**src/rtl/timer_pkg.sv**
```systemverilog
// Shared encodings and BCD limits for the countdown timer.
package timer_pkg;

    localparam int unsigned DIGIT_W = 4;

    typedef enum logic [1:0] {
        S_IDLE   = 2'd0,
        S_RUN    = 2'd1,
        S_PAUSED = 2'd2,
        S_RING   = 2'd3
    } state_t;

    localparam logic [DIGIT_W-1:0] SEC_TENS_MAX = 4'd5;
    localparam logic [DIGIT_W-1:0] DIGIT_MAX    = 4'd9;

    // True when a digit is a legal BCD value no larger than lim.
    function automatic logic digit_le(input logic [DIGIT_W-1:0] d,
                                      input logic [DIGIT_W-1:0] lim);
        return d <= lim;
    endfunction

endpackage

```
**src/rtl/bcd_down_cnt_2d.sv**
```systemverilog
// Two-digit BCD down counter with load and borrow chaining.
module bcd_down_cnt_2d
    import timer_pkg::*;
#(
    parameter logic [DIGIT_W-1:0] TENS_WRAP = SEC_TENS_MAX,
    parameter logic [DIGIT_W-1:0] ONES_WRAP = DIGIT_MAX
) (
    input  logic               clk,
    input  logic               rst,
    input  logic               en,
    input  logic               load,
    input  logic [DIGIT_W-1:0] ld1,
    input  logic [DIGIT_W-1:0] ld0,
    output logic [DIGIT_W-1:0] d1,
    output logic [DIGIT_W-1:0] d0,
    output logic               is_zero,
    output logic               borrow_out
);

    logic [DIGIT_W-1:0] d1_q, d1_d;
    logic [DIGIT_W-1:0] d0_q, d0_d;

    // Next digit values: load overrides decrement; ones wrap borrows from tens.
    always_comb begin
        d1_d = d1_q;
        d0_d = d0_q;
        if (load) begin
            d1_d = ld1;
            d0_d = ld0;
        end else if (en) begin
            if (d0_q == '0) begin
                d0_d = ONES_WRAP;
                d1_d = (d1_q == '0) ? TENS_WRAP : d1_q - DIGIT_W'(1);
            end else begin
                d0_d = d0_q - DIGIT_W'(1);
            end
        end
    end

    // Digit registers.
    always_ff @(posedge clk or posedge rst) begin
        if (rst) begin
            d1_q <= '0;
            d0_q <= '0;
        end else begin
            d1_q <= d1_d;
            d0_q <= d0_d;
        end
    end

    assign d1         = d1_q;
    assign d0         = d0_q;
    assign is_zero    = (d1_q == '0) && (d0_q == '0);
    assign borrow_out = en & is_zero;

endmodule

```
**src/rtl/cnt_down_timer_bcd.sv**
```systemverilog
// HH:MM:SS BCD countdown timer with pause, latched ring and load validation.
module cnt_down_timer_bcd
    import timer_pkg::*;
#(
    parameter logic [7:0] H_MAX = 8'h23
) (
    input  logic               clk,
    input  logic               rst,
    input  logic               tick,
    input  logic               load,
    input  logic [DIGIT_W-1:0] ld_h1,
    input  logic [DIGIT_W-1:0] ld_h0,
    input  logic [DIGIT_W-1:0] ld_m1,
    input  logic [DIGIT_W-1:0] ld_m0,
    input  logic [DIGIT_W-1:0] ld_s1,
    input  logic [DIGIT_W-1:0] ld_s0,
    input  logic               start,
    input  logic               pause,
    input  logic               ack,
    output logic [DIGIT_W-1:0] h1,
    output logic [DIGIT_W-1:0] h0,
    output logic [DIGIT_W-1:0] m1,
    output logic [DIGIT_W-1:0] m0,
    output logic [DIGIT_W-1:0] s1,
    output logic [DIGIT_W-1:0] s0,
    output logic               running,
    output logic               done,
    output logic               ring,
    output logic               err
);

    state_t state_q, state_d;
    logic   dec, ld_en, err_d, done_d;
    logic   ld_valid;
    logic   s_zero, m_zero, h_zero, count_zero, one_sec;
    logic   s_borrow, m_borrow, hr_borrow_unused;
    logic   running_q, ring_q, done_q, err_q;

    // Load digits must be BCD with six-limited tens for minutes/seconds and hours <= H_MAX.
    assign ld_valid = digit_le(ld_h1, DIGIT_MAX) && digit_le(ld_h0, DIGIT_MAX) &&
                      digit_le(ld_m1, SEC_TENS_MAX) && digit_le(ld_m0, DIGIT_MAX) &&
                      digit_le(ld_s1, SEC_TENS_MAX) && digit_le(ld_s0, DIGIT_MAX) &&
                      ({ld_h1, ld_h0} <= H_MAX);

    bcd_down_cnt_2d #(.TENS_WRAP(SEC_TENS_MAX), .ONES_WRAP(DIGIT_MAX)) u_sec (
        .clk(clk), .rst(rst), .en(dec), .load(ld_en), .ld1(ld_s1), .ld0(ld_s0),
        .d1(s1), .d0(s0), .is_zero(s_zero), .borrow_out(s_borrow)
    );

    bcd_down_cnt_2d #(.TENS_WRAP(SEC_TENS_MAX), .ONES_WRAP(DIGIT_MAX)) u_min (
        .clk(clk), .rst(rst), .en(s_borrow), .load(ld_en), .ld1(ld_m1), .ld0(ld_m0),
        .d1(m1), .d0(m0), .is_zero(m_zero), .borrow_out(m_borrow)
    );

    // Hours never borrow out: the FSM stops the count at zero.
    bcd_down_cnt_2d #(.TENS_WRAP(H_MAX[7:4]), .ONES_WRAP(DIGIT_MAX)) u_hr (
        .clk(clk), .rst(rst), .en(m_borrow), .load(ld_en), .ld1(ld_h1), .ld0(ld_h0),
        .d1(h1), .d0(h0), .is_zero(h_zero), .borrow_out(hr_borrow_unused)
    );

    assign count_zero = h_zero & m_zero & s_zero;
    assign one_sec    = h_zero & m_zero & (s1 == '0) & (s0 == DIGIT_W'(1));

    // Next-state, counter control and pulse generation.
    always_comb begin
        state_d = state_q;
        dec     = 1'b0;
        ld_en   = 1'b0;
        err_d   = 1'b0;
        unique case (state_q)
            S_IDLE: begin
                if (load) begin
                    ld_en = ld_valid;
                    err_d = !ld_valid;
                end else if (start && !count_zero) begin
                    state_d = S_RUN;
                end
            end
            S_RUN: begin
                if (pause) begin
                    state_d = S_PAUSED;
                end else if (tick) begin
                    dec = 1'b1;
                    if (one_sec) state_d = S_RING;
                end
            end
            S_PAUSED: begin
                if (load) begin
                    ld_en = ld_valid;
                    err_d = !ld_valid;
                    if (ld_valid) state_d = S_IDLE;
                end else if (start) begin
                    state_d = S_RUN;
                end
            end
            S_RING: begin
                if (load) begin
                    ld_en = ld_valid;
                    err_d = !ld_valid;
                end
                if (ack || (load && ld_valid)) state_d = S_IDLE;
            end
            default: state_d = S_IDLE;
        endcase
        done_d = (state_d == S_RING) && (state_q != S_RING);
    end

    // State and registered status flags.
    always_ff @(posedge clk or posedge rst) begin
        if (rst) begin
            state_q   <= S_IDLE;
            running_q <= 1'b0;
            ring_q    <= 1'b0;
            done_q    <= 1'b0;
            err_q     <= 1'b0;
        end else begin
            state_q   <= state_d;
            running_q <= (state_d == S_RUN);
            ring_q    <= (state_d == S_RING);
            done_q    <= done_d;
            err_q     <= err_d;
        end
    end

    assign running = running_q;
    assign ring    = ring_q;
    assign done    = done_q;
    assign err     = err_q;

endmodule

```
**config.mk**
```make
export PLATFORM = sky130hd
export DESIGN_NAME = cnt_down_timer_bcd
export DESIGN_NICKNAME = d
export VERILOG_FILES = /design/src/rtl/timer_pkg.sv /design/src/rtl/bcd_down_cnt_2d.sv /design/src/rtl/cnt_down_timer_bcd.sv
export SDC_FILE = /design/constraint.sdc
export NUM_CORES = 1
export LEC_CHECK = 0
export CAP_MARGIN = 20
export CORE_ASPECT_RATIO = 0.75
export CORE_MARGIN = 1.5
export CORE_UTILIZATION = 46
export DETAILED_ROUTE_END_ITERATION = 12
export PLACE_DENSITY_LB_ADDON = 0.05
export SYNTH_ARGS = -nofsm -noshare
export SYNTH_HDL_FRONTEND = slang
export SYNTH_SLANG_ARGS = --single-unit
```
**constraint.sdc**
```tcl
create_clock -name clk -period 2.46 [get_ports clk]
set_input_delay 0.246 -clock clk [delete_from_list [all_inputs] [get_ports clk]]
set_output_delay 0.246 -clock clk [all_outputs]
set_load 0.01 [all_outputs]
```
==> results of run 1 <==
==> layout make-up <==
type,count,share of cell area
clock buffer,8,0.0434
timing repair buffer,62,0.241
multi-input combinational,145,0.386
tap,52,0.0256
sequential,30,0.296
inverter,6,0.00887
==> metrics by stage <==
step | hold WS, ps | setup slack, ps | utilization | power (mW)
6_report | 343 | 341 | 0.685 | 2.30
5_1_grt | 379 | 163 | 0.685 | 2.45
4_1_cts | 353 | 344 | 0.685 | 2.31
3_5_place_dp | 519 | 190 | 0.655 | 1.84
3_3_place_gp | 509 | 289 | 0.655 | 1.80
2_1_floorplan | 337 | 612 | - | 1.38
==> sequential cells by signal (all words and copies together) (netlist names) <==
name,flops
running,1
done,1
u_hr.d0,4
err,1
u_sec.d0,4
u_sec.d1,4
u_min.d1,4
u_min.d0,4
u_hr.d1,4
state_q,2
ring,1
==> logic make-up (layout without fill, tap and decap cells) <==
| group | Yosys count | in the layout |
|---|---|---|
| simple gates | 87 | 87 |
| xor+xnor | 8 | 8 |
| mux | 6 | 6 |
| flops | 30 | 30 |
| buf+inv | 13 | 76 |
| compound gates | 43 | 43 |
| fa+ha+maj | 1 | 1 |
==> worst register-to-register path: stages, from the launching register on <==
cell and delay [ps]:
dfrtp_1 410, inv_1 100, ha_1 210, nor4b_1 320, nand4_1 180, or4_1 530
o211ai_2 130, and3_1 180
==> worst max path at each step <==
stage | end | slack (ps) | startpoint
6_report | done$_DFF_PP0_ | 340 | u_hr.d1[1]$_DFFE_PP0P_
5_1_grt | done$_DFF_PP0_ | 160 | u_hr.d1[0]$_DFFE_PP0P_
4_1_cts | done$_DFF_PP0_ | 340 | u_hr.d1[0]$_DFFE_PP0P_
3_5_place_dp | u_hr.d1[1]$_DFFE_PP0P_ | 190 | ld_h0[3]
3_3_place_gp | u_hr.d1[3]$_DFFE_PP0P_ | 290 | pause
2_1_floorplan | done$_DFF_PP0_ | 610 | u_hr.d1[0]$_DFFE_PP0P_
==> per-layer routing <==
| layer | GRT usage | up-vias | part of all wire |
|---|---|---|---|
| li1 | - | 813 | - |
| met4 | 0.0649 | 0 | 0.012 |
| met5 | 0 | - | 0 |
| met3 | 0.0689 | 4 | 0.071 |
| met2 | 0.353 | 66 | 0.45 |
| met1 | 0.350 | 822 | 0.46 |
==> where the power goes <==
part	switching [mW]	internal [mW]
Sequential	0.245	0.646
Clock	0.181	0.282
Combinational	0.441	0.504
Total	0.868	1.43
==> cell usage in the layout (no fill, tap or decap), types with 2 or more instances in the layout <==
cell             count
o21ai_1              2
nor4_4               2
nor2b_1              3
nor2_1              18
buf_4                4
o41ai_1              2
nand2b_1             2
clkdlybuf4s50_1     58
clkbuf_8             8
nand4b_1             2
dfrtp_1             30
or4_1                3
mux2i_1              5
nand3b_1             2
nand2_1             21
a21o_1               2
a21oi_1              6
nor4_2               2
o31ai_1              3
nor2_2               2
nand3_1              3
xnor2_1              4
nor4_1               4
nor3_1               6
xor2_1               4
a2bb2oi_1            4
nor4b_1              2
or3_1                3
o21ai_0             15
and2_1               2
inv_1                6
nand4_4              2
==> metrics, run 1 <==
final wirelength=between 4 and 5 mm; asr flop ratio synth=1.00; WP data required=around 2700 ps; Diodes inserted=0; first-pass GRT wire length=about 7.7 mm; most frequent cell after synthesis=dfrtp_1; Worst EP arrival=2330 ps; max-slew violation count=0; Clk Latency, worst-skew pair=280 ps; Register Area=around 750 sq um; Avg WL per Cell=16.0 um; max_slew headroom=0.627; number of global-route vias before repair=1,596; Syn Area/Cell=9.54 sq um; CTS Root Cell=clkbuf_8; Compound-Gate Fraction of Synth Area=0.159; Synth area leaders=dfrtp_1, nand2_1, o21ai_0; Synth Warn #=0; Pre-antenna DRT Iters=4; CTS tree=built; final setup TNS=0 ps; Final Cell Area=2540 sq um; via count=1,705; Pwr Density=906 nW/um^2; cells after synthesis=188; worst vdd ir=0.480 mV; Critical Path End Type=register; Max Clk Rate=roughly 470 MHz; RSZ-0062 raised after global routing=no; GPL Wtd Cong=approximately 0.89; Synth top cells by count=dfrtp_1, nand2_1, nor2_1; sequential share of the synthesized area=0.418; I/O pin cnt=a little under 60; initial antenna violation count=0; Yosys reg bits=30; dominant cell type by area after synthesis=dfrtp_1; die width=75.1 um; Slew @ Worst Pin=559 ps; share of cells above drive strength 1=0.104; drt drc=0; Core Region=3710 sq um; post-synthesis mux area share=0.0342; grt total ovfl=0; # resized after CTS=0; Post-Synth Simple-Gate Area=0.307; Reg2Reg Setup Slack=340 ps; Reg clk slew, reported paths=70 ps; final setup fails=0; Final period util=0.861; Post-DRT Antenna Nets=0; R2R Path Start=u_hr.d1[1]$_DFFE_PP0P_; Num Clock Sinks=30; Post-CTS Repair Setup Buffers=0; CP max-delay cell=or4_1; slowest stage delay, CP=roughly 530 ps; number of enable flip-flop cells after synthesis=0; total track usage=0.241; top_reg_cell synth=dfrtp_1; Pleak=approximately 1.0 nW; Final Non-Filler Cells=303; Post-Synth XOR/XNOR Area=0.0391; area growth from synthesis to layout=41.5%; Nets=roughly 280; Hold-fix buffers, CTS=0; Worst Path Buf+Inv=1; detail-routed via count per cell=roughly 5.6; Synth cell types=50; Final Hold Viols=0; multi-input logic area=between 900 and 1000 sq um; Detail Placement HPWL=3.68 mm; status=completed; Crit Path Max Fanout=4; Post-Syn Area=1790 sq um; row cnt=19; Crit path max-delay family=simple AND/OR/NAND/NOR gates; Syn Nets=220; Setup CP Type=register to register; Worst Reg-to-Reg Cells=7; Die H=57.1 um; Starting Density=0.484; largest family of logic cells by synthesized area=simple AND/OR/NAND/NOR gates; Synth top area share=0.418; TritonCTS buffer count=5; Post-DP Area=2430 sq um; CTS Buffer Depth=2; Max-Cap Viols=0; die area=4290 sq um; DRT iter0 DRCs=108; R2R Path End=done$_DFF_PP0_; Tmin final=2120 ps; I/O Buffers=58; largest net degree at the start of global routing=31; H-tree Lvls=2; Post-Synth Adder-Cell Area=0.00697; CP Launch Type=register; crit path cell chain=inv_1, ha_1, nor4b_1, nand4_1, or4_1, o211ai_2, and3_1; placed insts=295; critical path depth=7; Worst Clk Skew=roughly 5.7 ps; fillcell total=between 200 and 300; Hold Path Class=input port to asynchronous set/reset pin
Note: power is estimated with default switching activity, not from simulation.
==> inputs of run 2 (changes only) <==
--- a/config.mk
+++ b/config.mk
@@ -14,3 +14,4 @@
 export SYNTH_ARGS = -nofsm -noshare
 export SYNTH_HDL_FRONTEND = slang
 export SYNTH_SLANG_ARGS = --single-unit
+export TNS_END_PERCENT = 20
==> results of run 2 <==
The final DEF is identical to that of run 1; final timing and power are the same.
